--- src/rtl/irst_reg_tx.sv ---
// Register-file dump transmitter: streams R0..R7 toward the core over a valid/ready handshake.
// Build option: define IRST_CSUM_EN to append a 16-bit XOR checksum word to every dump.
//
//   state | meaning
//   IDLE  | waiting for start; reg_rd_addr parked at 0
//   FETCH | read register idx into the output word register
//   SEND  | hold word idx valid until the core accepts it
//   CSUM  | present the XOR checksum as a final word (IRST_CSUM_EN only)
//   DONE  | one-cycle irst_done pulse, then back to IDLE
module irst_reg_tx (
    input  logic        clk,
    input  logic        rst,
    input  logic        start,
    output logic [2:0]  reg_rd_addr,
    input  logic [15:0] reg_rd_data,
    output logic [15:0] irst_reg_data,
    output logic        irst_valid,
    input  logic        irst_ready,
    output logic        irst_done,
    output logic        busy
);

    typedef enum logic [2:0] {
        IDLE,
        FETCH,
        SEND,
        DONE
`ifdef IRST_CSUM_EN
        , CSUM
`endif
    } state_t;

    state_t      state_q;
    logic [2:0]  idx_q;
    logic [15:0] data_q;
    logic        valid_q;
    logic        done_q;
    logic        busy_q;
`ifdef IRST_CSUM_EN
    logic [15:0] csum_q;
`endif

    always_ff @(posedge clk) begin
        if (rst) begin
            state_q <= IDLE;
            idx_q   <= 3'd0;
            data_q  <= 16'h0000;
            valid_q <= 1'b0;
            done_q  <= 1'b0;
            busy_q  <= 1'b0;
`ifdef IRST_CSUM_EN
            csum_q  <= 16'h0000;
`endif
        end else begin
            done_q <= 1'b0;
            case (state_q)
                IDLE: begin
                    if (start) begin
                        idx_q   <= 3'd0;
                        state_q <= FETCH;
                        busy_q  <= 1'b1;
`ifdef IRST_CSUM_EN
                        csum_q  <= 16'h0000;
`endif
                    end
                end
                FETCH: begin
                    data_q  <= reg_rd_data;
                    valid_q <= 1'b1;
                    state_q <= SEND;
`ifdef IRST_CSUM_EN
                    csum_q  <= csum_q ^ reg_rd_data;
`endif
                end
                SEND: begin
                    if (valid_q && irst_ready) begin
                        valid_q <= 1'b0;
                        if (idx_q != 3'd7) begin
                            idx_q   <= idx_q + 3'd1;
                            state_q <= FETCH;
                        end else begin
`ifdef IRST_CSUM_EN
                            state_q <= CSUM;
`else
                            state_q <= DONE;
                            done_q  <= 1'b1;
`endif
                        end
                    end
                end
`ifdef IRST_CSUM_EN
                // First CSUM cycle loads the word, keeping the two-cycle word spacing.
                CSUM: begin
                    if (!valid_q) begin
                        data_q  <= csum_q;
                        valid_q <= 1'b1;
                    end else if (irst_ready) begin
                        valid_q <= 1'b0;
                        state_q <= DONE;
                        done_q  <= 1'b1;
                    end
                end
`endif
                DONE: begin
                    state_q <= IDLE;
                    busy_q  <= 1'b0;
                end
                default: begin
                    state_q <= IDLE;
                    valid_q <= 1'b0;
                    busy_q  <= 1'b0;
                end
            endcase
        end
    end

    assign reg_rd_addr   = (state_q == IDLE || state_q == DONE) ? 3'd0 : idx_q;
    assign irst_reg_data = data_q;
    assign irst_valid    = valid_q;
    assign irst_done     = done_q;
    assign busy          = busy_q;

endmodule
--- config.mk ---
export PLATFORM = sky130hd
export DESIGN_NAME = irst_reg_tx
export DESIGN_NICKNAME = d
export VERILOG_FILES = /design/src/rtl/irst_reg_tx.sv
export SDC_FILE = /design/constraint.sdc
export NUM_CORES = 1
export LEC_CHECK = 0
export ABC_AREA = 1
export BUFFER_PORTS_ARGS = -buffer_cell sky130_fd_sc_hd__clkbuf_2
export CORE_UTILIZATION = 35
export DETAILED_ROUTE_END_ITERATION = 8
export GPL_TIMING_DRIVEN = 0
export PLACE_DENSITY_LB_ADDON = 0.15
export REMOVE_ABC_BUFFERS = 1
export SYNTH_ARGS = -nofsm -noshare
export SYNTH_HDL_FRONTEND = slang
export SYNTH_SLANG_ARGS = --single-unit
--- constraint.sdc ---
create_clock -name clk -period 1.75 [get_ports clk]
set_input_delay 0.4375 -clock clk [delete_from_list [all_inputs] [get_ports clk]]
set_output_delay 0.4375 -clock clk [all_outputs]
set_load 0.02 [all_outputs]
==> results of run 1 <==
[area by class of cell]
type | instances | area [um2] | share of cell area, %
Multi-Input combinational cell | 99 | 548 | 39.4
Sequential cell | 24 | 488 | 35.0
Timing Repair Buffer | 44 | 239 | 17.2
Inverter | 10 | 42.5 | 3.05
Tap cell | 31 | 38.8 | 2.79
Clock buffer | 4 | 36.3 | 2.61
[routing by layer]
metal  part of all wire [%]  track usage (%)
met1                     47             18.6
met2                     45             22.2
met3                    6.1             2.68
met4                    2.2             7.82
met5                      0                0
[power by group through the flow]
stage	logic, W	clock network [W]	registers (W)
detailed placement	0.00123	0	0.000869
floorplan	0.000714	0	0.00104
global placement	0.00120	0	0.000859
global route	0.00152	0.000320	0.000889
CTS	0.00136	0.000304	0.000855
finish	0.00136	0.000283	0.000861
[cells by family (layout without fill, tap and decap cells)]
| logic type | after synthesis | after routing | share of synthesized area (%) |
|---|---|---|---|
| buffers and inverters | 14 | 58 | 7.64 |
| adders and majority gates | 8 | 8 | 9.12 |
| AOI/OAI and AO/OA | 27 | 27 | 14.3 |
| and+or+nand+nor | 64 | 64 | 25.2 |
| DFF | 24 | 24 | 43.8 |
[final timing paths]
path               endpoint  slack (ns)  cells after the start
min              irst_valid        0.30                      2
max reg2reg        idx_q[2]        0.35                      8
max          reg_rd_addr[0]        0.06                      5
min reg2reg      irst_valid        0.50                      2
[stage by stage]
step                      total power [W]  utilization (%)
after floorplan                   0.00175                -
after global placement            0.00206             45.4
after detailed placement          0.00209             45.4
after CTS                         0.00252             48.2
after global routing              0.00272             48.8
final                             0.00251             48.8
[registers in the layout, indices dropped and copies added (netlist names)]
| name | cells |
|---|---|
| state_q | 2 |
| irst_reg_data | 16 |
| idx_q | 3 |
| irst_valid | 1 |
| irst_done | 1 |
| busy | 1 |
[placed cells by master, fill, tap and decap left out, drive strengths merged]
master / count
clkbuf: 42
nor2: 43
o21bai: 1
dfxtp: 24
a21oi: 5
nand3: 2
buf: 6
o21ai: 21
nand2: 18
inv: 10
nor3: 1
ha: 8
[critical path, delay by kind of cell (launching register included)]
family | cells | cell delay (ns)
flops | 1 | 0.38
buf+inv | 3 | 0.23
fa+ha+maj | 1 | 0.28
simple gates | 1 | 0.05
[repair_timing]
action,4_1_cts,5_1_grt
pin swaps,1,1
gates cloned,0,0
setup buffers,3,0
gates resized for setup,9,9
setup endpoints to repair,3,18
hold buffers,0,0
==> impl_metrics.ini, run 1 <==
[sta]
maxSlewViolCount = 0
timing.final.crit_share_pct = 96.5
fin_setup_tns_ns = 0
hold_slack_ns = 0.296
fin_skew_ns = 0.00940
slew_headroom_pct = 59.8
rsz0062_at_grt = no
clock.fmax_mhz = 592
worst_slack_ns = 0.0621
period_minus_slack_ns = 1.69
worst_pin_slew_ns = 0.602
hold_viol = 0
setup_violations = 0

[layout]
final_nets = 210
layout-drive-gt1-share_pct = 36.5
syn2layout_area_growth_pct = 26.9
final_cell_count_no_fill = 212
fin_area_mm2 = 0.00139
fillerInstances = 307
antenna_cells = 0

[setup_path]
crit_type = flip-flop to primary output
worst-path-max-fanout = 5
path_cells = inv_4, ha_4, nand2_1, inv_1, buf_4
crit_arrival_ns = 1.25
required_ns = 1.31
startpoint = state_q[1]
cpPeakStageDelay_ns = 0.38
critPathLaunchType = flip-flop
crit_slowest_cell = dfxtp_4
end_kind = primary output
rr_startpoint = state_q[1]

[routing]
via_per_inst = 4.66
post-route-drc-count = 1
avgRoutedWirePerCell_um = 10.5
vias = 988
antenna_left = 0
drt_wl_total_um = 2230
drt_pre_antenna_iters = 5
drt_iter0_drc = 14

[cts]
cts-root-buf = clkbuf_4
clockBufferDepth = 2
cts.htree.levels = 1
cts_num_sinks = 24
cts_made_buffers = 3
insertion_delay_ns = 0.31
cts_tree = built
clk_pin_slew_worst_paths_ns = 0.13

[power]
ir_drop_uv = 711
seqPwrFrac_pct = 34.3
internal_power_w = 0.00140
p_leak_nw = 0.719
pwr-share-clk_pct = 11.3
switching_share_pct = 44.1
switchingPower_w = 0.00111
power_density_mw_per_mm2 = 1800
combPwrFrac_pct = 54.4

[logic_synthesis]
netlist_top_cells_count = nor2_1, dfxtp_1, o21ai_0
synth_top_area_share_pct = 43.8
synth_top_area_cell = dfxtp_1
synth_edf_count = 0
ys.warnings.count = 0
ys_async_sr_fraction_pct = 0
yosys-top-cells-area = dfxtp_1, nor2_1, ha_1, o21ai_0, nand2_1
syn_area_mm2 = 0.00110
synth.most_common_cell = nor2_1
synthesis.instances = 137
ys.flop_type = dfxtp_1
synth_cell_types = 21
avgSynthCellArea_um2 = 8.01
ys_seq_area_share_pct = 43.8
ys_ff_latch = 24

[floorplanning]
fp-row-count = 19
initial_utilization_pct = 38.5
core-area_mm2 = 0.00285
ios = 42
die_height_um = 58.0
die_w_um = 58.0
dieArea_mm2 = 0.00336

[global_routing]
antenna_found_initial = 0
grt_pass1_vias = 920
grt_usage_pct = 14.2
gr-total-overflow = 0
grt_max_degree = 24
grt_pass1_wl_um = 3780

[worst_hold_path]
min_from = rst
min_path_type = primary input to flip-flop

[placed_design]
place_inst = 205
pre_cts_slack_ns = 0.0541
portBuffers = 41
routabilityCongestion = 0.721
place_area_mm2 = 0.00129
hpwl_um = 1600

[run_status]
status = finished with violations
violations = DRC

[run]
max-cap-violations = 0
Note: power is estimated with default switching activity, not from simulation.
==> run 2: changes to the inputs <==
--- a/config.mk
+++ b/config.mk
@@ -5,7 +5,6 @@
 export SDC_FILE = /design/constraint.sdc
 export NUM_CORES = 1
 export LEC_CHECK = 0
-export ABC_AREA = 1
 export BUFFER_PORTS_ARGS = -buffer_cell sky130_fd_sc_hd__clkbuf_2
 export CORE_UTILIZATION = 35
 export DETAILED_ROUTE_END_ITERATION = 8
==> run 2 against run 1 <==
  * Die area fell by 0.55%
  * Sequential share of layout area is 1.8 points lower
  * Clock-buffer cell count shrank 1
  * Synthesized cell count is 22% lower
  * Final area is 5.4% higher
  * The flow still finishes with violations (DRC)
  * Sequential power shrank 13%
  * Critical path depth fell by 1
  * Largest power group unchanged
  * Clock power is 42% higher
  * Non-clock buffer count grew 1
  * Combinational power decreased by 29%
==> impl_metrics.ini, run 2 <==
[cts]
cts_num_sinks = 24
cts_hold_buf = 0
cts.htree.levels = 1
cts-root-buf = clkbuf_4
cts_tree = built
clk_pin_slew_worst_paths_ns = 0.14
clockBufferDepth = 2
cts_made_buffers = 3
insertion_delay_ns = 0.32

[logic_synthesis]
ys.flop_type = dfxtp_1
synth.most_common_cell = dfxtp_1
ys_ff_latch = 24
syn_area_mm2 = 0.00109
ys_seq_area_share_pct = 44.0
synth_edf_count = 0
avgSynthCellArea_um2 = 10.2
synth_cell_types = 22
yosys-top-cells-area = dfxtp_1, mux2i_1, ha_1, nor2_1, a2111oi_4
synth_top_area_share_pct = 44.0
synthesis.instances = 107
netlist_top_cells_count = dfxtp_1, mux2i_1, nor2_1
ys_async_sr_fraction_pct = 0
ys.warnings.count = 0
synth_top_area_cell = dfxtp_1

[sta]
slew_headroom_pct = 65.0
fin_skew_ns = 0.00793
rsz0062_at_grt = yes
setup_violations = 0
worst_pin_slew_ns = 0.525
period_minus_slack_ns = 1.72
clock.fmax_mhz = 582
maxSlewViolCount = 0
hold_viol = 0
timing.final.crit_share_pct = 98.2

[global_routing]
grt_pass1_wl_um = 3590
grt_max_degree = 28
grt_usage_pct = 14.0
antenna_found_initial = 0
grt_pass1_vias = 834
gr-total-overflow = 0

[setup_path]
critPathLaunchType = flip-flop
cpPeakStageDelay_ns = 0.39
crit_slowest_cell = dfxtp_4
rr_startpoint = state_q[1]
critPathBufInv = 2
startpoint = state_q[1]
required_ns = 1.31
crit_arrival_ns = 1.28
crit_type = flip-flop to primary output
worst-path-max-fanout = 4
path_cells = inv_4, ha_4, and2_4, buf_8
end_kind = primary output
cp_top_family = flip-flops

[power]
p_leak_nw = 0.667
ir_drop_uv = 533
switching_share_pct = 36.4
seqPwrFrac_pct = 35.3
internal_power_w = 0.00135
switchingPower_w = 0.000774
power_density_mw_per_mm2 = 1450
pwr-share-clk_pct = 19.0
combPwrFrac_pct = 45.7

[routing]
post-route-drc-count = 3
dr_wl_met2_um = 1160
avgRoutedWirePerCell_um = 12.5
drt_iter0_drc = 21
drt_pre_antenna_iters = 6
vias = 886
met1_length_um = 989
antenna_left = 0
wl_met3_um = 94
topRoutingLayerUsed = met4
drt_wl_total_um = 2270
via_per_inst = 4.87

[run_status]
violations = DRC
status = finished with violations

[run]
max-cap-violations = 0

[placed_design]
routabilityCongestion = 0.791
place_area_mm2 = 0.00131
hpwl_um = 1490
place_inst = 174
portBuffers = 41

[layout]
final_common_cell = clkbuf_2
syn2layout_area_growth_pct = 34.5
antenna_cells = 0
final_cell_mix = clkbuf_2, dfxtp_1, mux2i_1, nor2_1
final_cell_count_no_fill = 182
layout-drive-gt1-share_pct = 41.7
final_nets = 180
largest_reg_flops = 16
fin_area_mm2 = 0.00147

[worst_hold_path]
min_path_type = primary input to flip-flop
min_from = reg_rd_data[9]

[floorplanning]
core-area_mm2 = 0.00285
fp-row-count = 19
dieArea_mm2 = 0.00334
die_w_um = 57.8
die_height_um = 57.8
initial_utilization_pct = 38.2
ios = 42
[run 2: cell count changes after synthesis, moves of 2 or more]
cell / change
inv_1: -6
nor2_2: -2
nor2_1: -21
and2_1: +3
or4_1: +3
nand2_1: -13
mux2i_1: +19
nand2b_1: +3
nand2_2: -3
clkbuf_1: +3
o21ai_0: -15
buf_6: -2
nand3b_1: +3
[run 2: area by class of cell]
type,instances,area [um2]
Tap cell,31,38.8
Inverter,3,16.3
Sequential cell,24,488
Clock inverter,1,30.0
Fill cell,278,1390
Timing Repair Buffer,45,265
Multi-Input combinational cell,75,607
Clock buffer,3,22.5
[run 2: timing repair]
action / in CTS / in global routing
setup buffers: 3 / 1
setup endpoints to repair: 24 / 8
pin swaps: 2 / 1
gates resized for setup: 18 / 6
[run 2: worst paths after layout]
check,depth (start not counted),slack (ns),endpoint
setup / recovery,4,0.03,reg_rd_addr[0]
hold / removal,3,0.34,irst_reg_data[9]
setup reg to reg,5,0.06,state_q[0]
hold reg to reg,2,0.51,irst_reg_data[2]
[run 2: power by group through the flow]
stage	clock network [W]	registers, W	logic, W
CTS	0.000415	0.000750	0.000940
global placement	0	0.000745	0.000830
detailed placement	0	0.000751	0.000840
global route	0.000435	0.000765	0.00107
finish	0.000403	0.000749	0.000972
floorplan	0	0.000862	0.000506
[run 2: layer usage]
layer / vias up / track usage, %
met3: 4 / 2.68
met4: 0 / 5.10
met1: 405 / 16.6
met5: - / 0
li1: 453 / -
met2: 24 / 25.1
[run 2: worst min-delay path: stages]
cell	delay (ns)
clkbuf_2	0.07
mux2i_1	0.05
nor2_1	0.07
[run 2: logic make-up after synthesis]
kind of cell             share of synthesized area (%)
AND/OR/NAND/NOR                                   17.9
flip-flops                                        44.0
adder cells (fa/ha/maj)                           9.17
multiplexers                                      17.4
AO/OA/AOI/OAI                                     8.49
buffers and inverters                             2.98
[run 2: metrics by stage]
| step | hold slack [ns] | TNS, ns | power [W] | setup slack [ns] | util, % |
|---|---|---|---|---|---|
| final | 0.340 | 0 | 0.00212 | 0.0311 | 51.4 |
| after CTS | 0.336 | -0.0125 | 0.00210 | -0.00667 | 50.7 |
| after detailed placement | 0.480 | -0.276 | 0.00159 | -0.0352 | 46.1 |
| after global routing | 0.345 | -0.0578 | 0.00226 | -0.0205 | 51.4 |
| after floorplan | 0.460 | 0 | 0.00137 | 0.189 | - |
| after global placement | 0.468 | 0 | 0.00157 | 0.0211 | 46.1 |
==> run 3: changes to the inputs <==
--- a/config.mk
+++ b/config.mk
@@ -7,6 +7,7 @@
 export LEC_CHECK = 0
 export BUFFER_PORTS_ARGS = -buffer_cell sky130_fd_sc_hd__clkbuf_2
 export CORE_UTILIZATION = 35
+export CTS_BUF_LIST = sky130_fd_sc_hd__clkbuf_16
 export DETAILED_ROUTE_END_ITERATION = 8
 export GPL_TIMING_DRIVEN = 0
 export PLACE_DENSITY_LB_ADDON = 0.15
==> run 3 against run 2 <==
  * Utilization is 0.83 points lower
  * Final area shrank 1.6%
  * The flow still finishes with violations (DRC)
  * Sequential cell count did not move
  * Global-route usage shrank 0.66 points
  * Setup slack improved by 0.011 ns
  * Power increased by 6.4%
  * Combinational power down 11%
  * Critical path type unchanged
  * Die area unchanged
==> impl_metrics.ini, run 3 (synthesis results as in run 2) <==
[placed_design]
portBuffers = 41
routabilityCongestion = 0.791
place_area_mm2 = 0.00131
hpwl_um = 1490
place_inst = 174

[global_routing]
grt_pass1_wl_um = 3420
grt_max_degree = 28
grt_usage_pct = 13.4
antenna_found_initial = 0
grt_pass1_vias = 806
gr-total-overflow = 0

[power]
pwr-share-clk_pct = 28.4
ir_drop_uv = 555
switchingPower_w = 0.000745
seqPwrFrac_pct = 33.3
internal_power_w = 0.00152
p_leak_nw = 0.660
switching_share_pct = 33.0
power_density_mw_per_mm2 = 1570
combPwrFrac_pct = 38.3

[floorplanning]
initial_utilization_pct = 38.2
fp-row-count = 19
core-area_mm2 = 0.00285
ios = 42
die_w_um = 57.8
die_height_um = 57.8
dieArea_mm2 = 0.00334

[sta]
setup_violations = 0
slew_headroom_pct = 65.4
period_minus_slack_ns = 1.71
fin_skew_ns = 0.00416
timing.final.crit_share_pct = 97.6
worst_pin_slew_ns = 0.519
rsz0062_at_grt = no
hold_viol = 0
clock.fmax_mhz = 586
maxSlewViolCount = 0

[setup_path]
rr_startpoint = state_q[0]
worst-path-max-fanout = 6
reg2reg_depth = 5
regToRegSetupSlack_ns = 0.11
regToRegEndpoint = state_q[0]
required_ns = 1.31
crit_arrival_ns = 1.27
critPathLaunchType = flip-flop
end_kind = primary output
crit_type = flip-flop to primary output

[layout]
final_cell_count_no_fill = 178
antenna_cells = 0
layout-drive-gt1-share_pct = 36.7
largest_reg_flops = 16
final_cell_mix = clkbuf_2, dfxtp_1, mux2i_1, nor2_1, ha_1
fillerInstances = 283
final_nets = 176
syn2layout_area_growth_pct = 32.3
final_common_cell = clkbuf_2
fin_area_mm2 = 0.00144

[cts]
cts_made_buffers = 3
cts_hold_buf = 0
cts.htree.levels = 1
cts_num_sinks = 24
insertion_delay_ns = 0.25
cts-root-buf = clkbuf_16
clockBufferDepth = 2
clk_pin_slew_worst_paths_ns = 0.06
cts_tree = built
postCtsSetupBuffers = 0

[worst_hold_path]
holdPathStages = 3
min_path_type = primary input to flip-flop
whs_endpoint = irst_reg_data[9]
min_from = reg_rd_data[9]

[run_status]
status = finished with violations
violations = DRC

[routing]
via_per_inst = 4.77
drt_iter0_drc = 17
avgRoutedWirePerCell_um = 11.6
vias = 849
post-route-drc-count = 3
drt_pre_antenna_iters = 6
drt_wl_total_um = 2070
antenna_left = 0

[run]
max-cap-violations = 0
run 3: cell count changes in the layout (fill, tap and decap cells not counted), sizes merged:
cell	delta
buf	-6
clkbuf	+2
run 3: critical path, cell delays in order, from the launching register on:
cell      delay [ns]
dfxtp_4         0.38
inv_2           0.06
ha_4            0.29
and2_1          0.12
clkbuf_2        0.17
run 3: metrics by stage:
stage                     power, W  setup WS (ns)  hold slack, ns  util (%)  TNS, ns
final                      0.00226         0.0421           0.415      50.6        0
after global routing       0.00241        0.00266           0.435      50.6        0
after CTS                  0.00229         0.0255           0.414      50.5        0
after detailed placement   0.00159        -0.0352           0.480      46.1   -0.276
after global placement     0.00157         0.0211           0.468      46.1        0
after floorplan            0.00137          0.189           0.460         -        0
run 3: worst max-delay path by stage:
| stage | start | cells after the start | to |
|---|---|---|---|
| 2_1_floorplan | state_q[0] | 5 | state_q[1] |
| 3_3_place_gp | state_q[1] | 4 | irst_reg_data[8] |
| 3_5_place_dp | state_q[1] | 4 | irst_reg_data[7] |
| 4_1_cts | state_q[0] | 4 | reg_rd_addr[0] |
| 5_1_grt | state_q[1] | 4 | reg_rd_addr[1] |
| 6_report | state_q[1] | 4 | reg_rd_addr[0] |
run 3: power groups by stage:
stage / clock [W] / combinational [W] / sequential [W]
after CTS: 0.000658 / 0.000880 / 0.000751
after floorplan: 0 / 0.000506 / 0.000862
after detailed placement: 0 / 0.000840 / 0.000751
final: 0.000642 / 0.000866 / 0.000753
after global placement: 0 / 0.000830 / 0.000745
after global routing: 0.000685 / 0.000957 / 0.000768
run 3: layer usage:
metal | GRT usage [%] | part of all wire (%)
met5 | 0 | 0
met4 | 3.06 | 0.29
met3 | 4.02 | 4.7
met2 | 23.2 | 50
met1 | 16.4 | 45
run 3: repair_timing:
action	CTS	global route
endpoints found under the setup margin	20	6
pin swaps	0	1
resized for setup	8	2
run 3: layout make-up:
cell class | instances | area [um2] | share of cell area, %
Clock buffer | 3 | 75.1 | 5.20
Timing Repair Buffer | 41 | 208 | 14.4
Clock inverter | 1 | 30.0 | 2.08
Tap cell | 31 | 38.8 | 2.69
Sequential cell | 24 | 488 | 33.8
Multi-Input combinational cell | 75 | 593 | 41.1
Inverter | 3 | 11.3 | 0.780
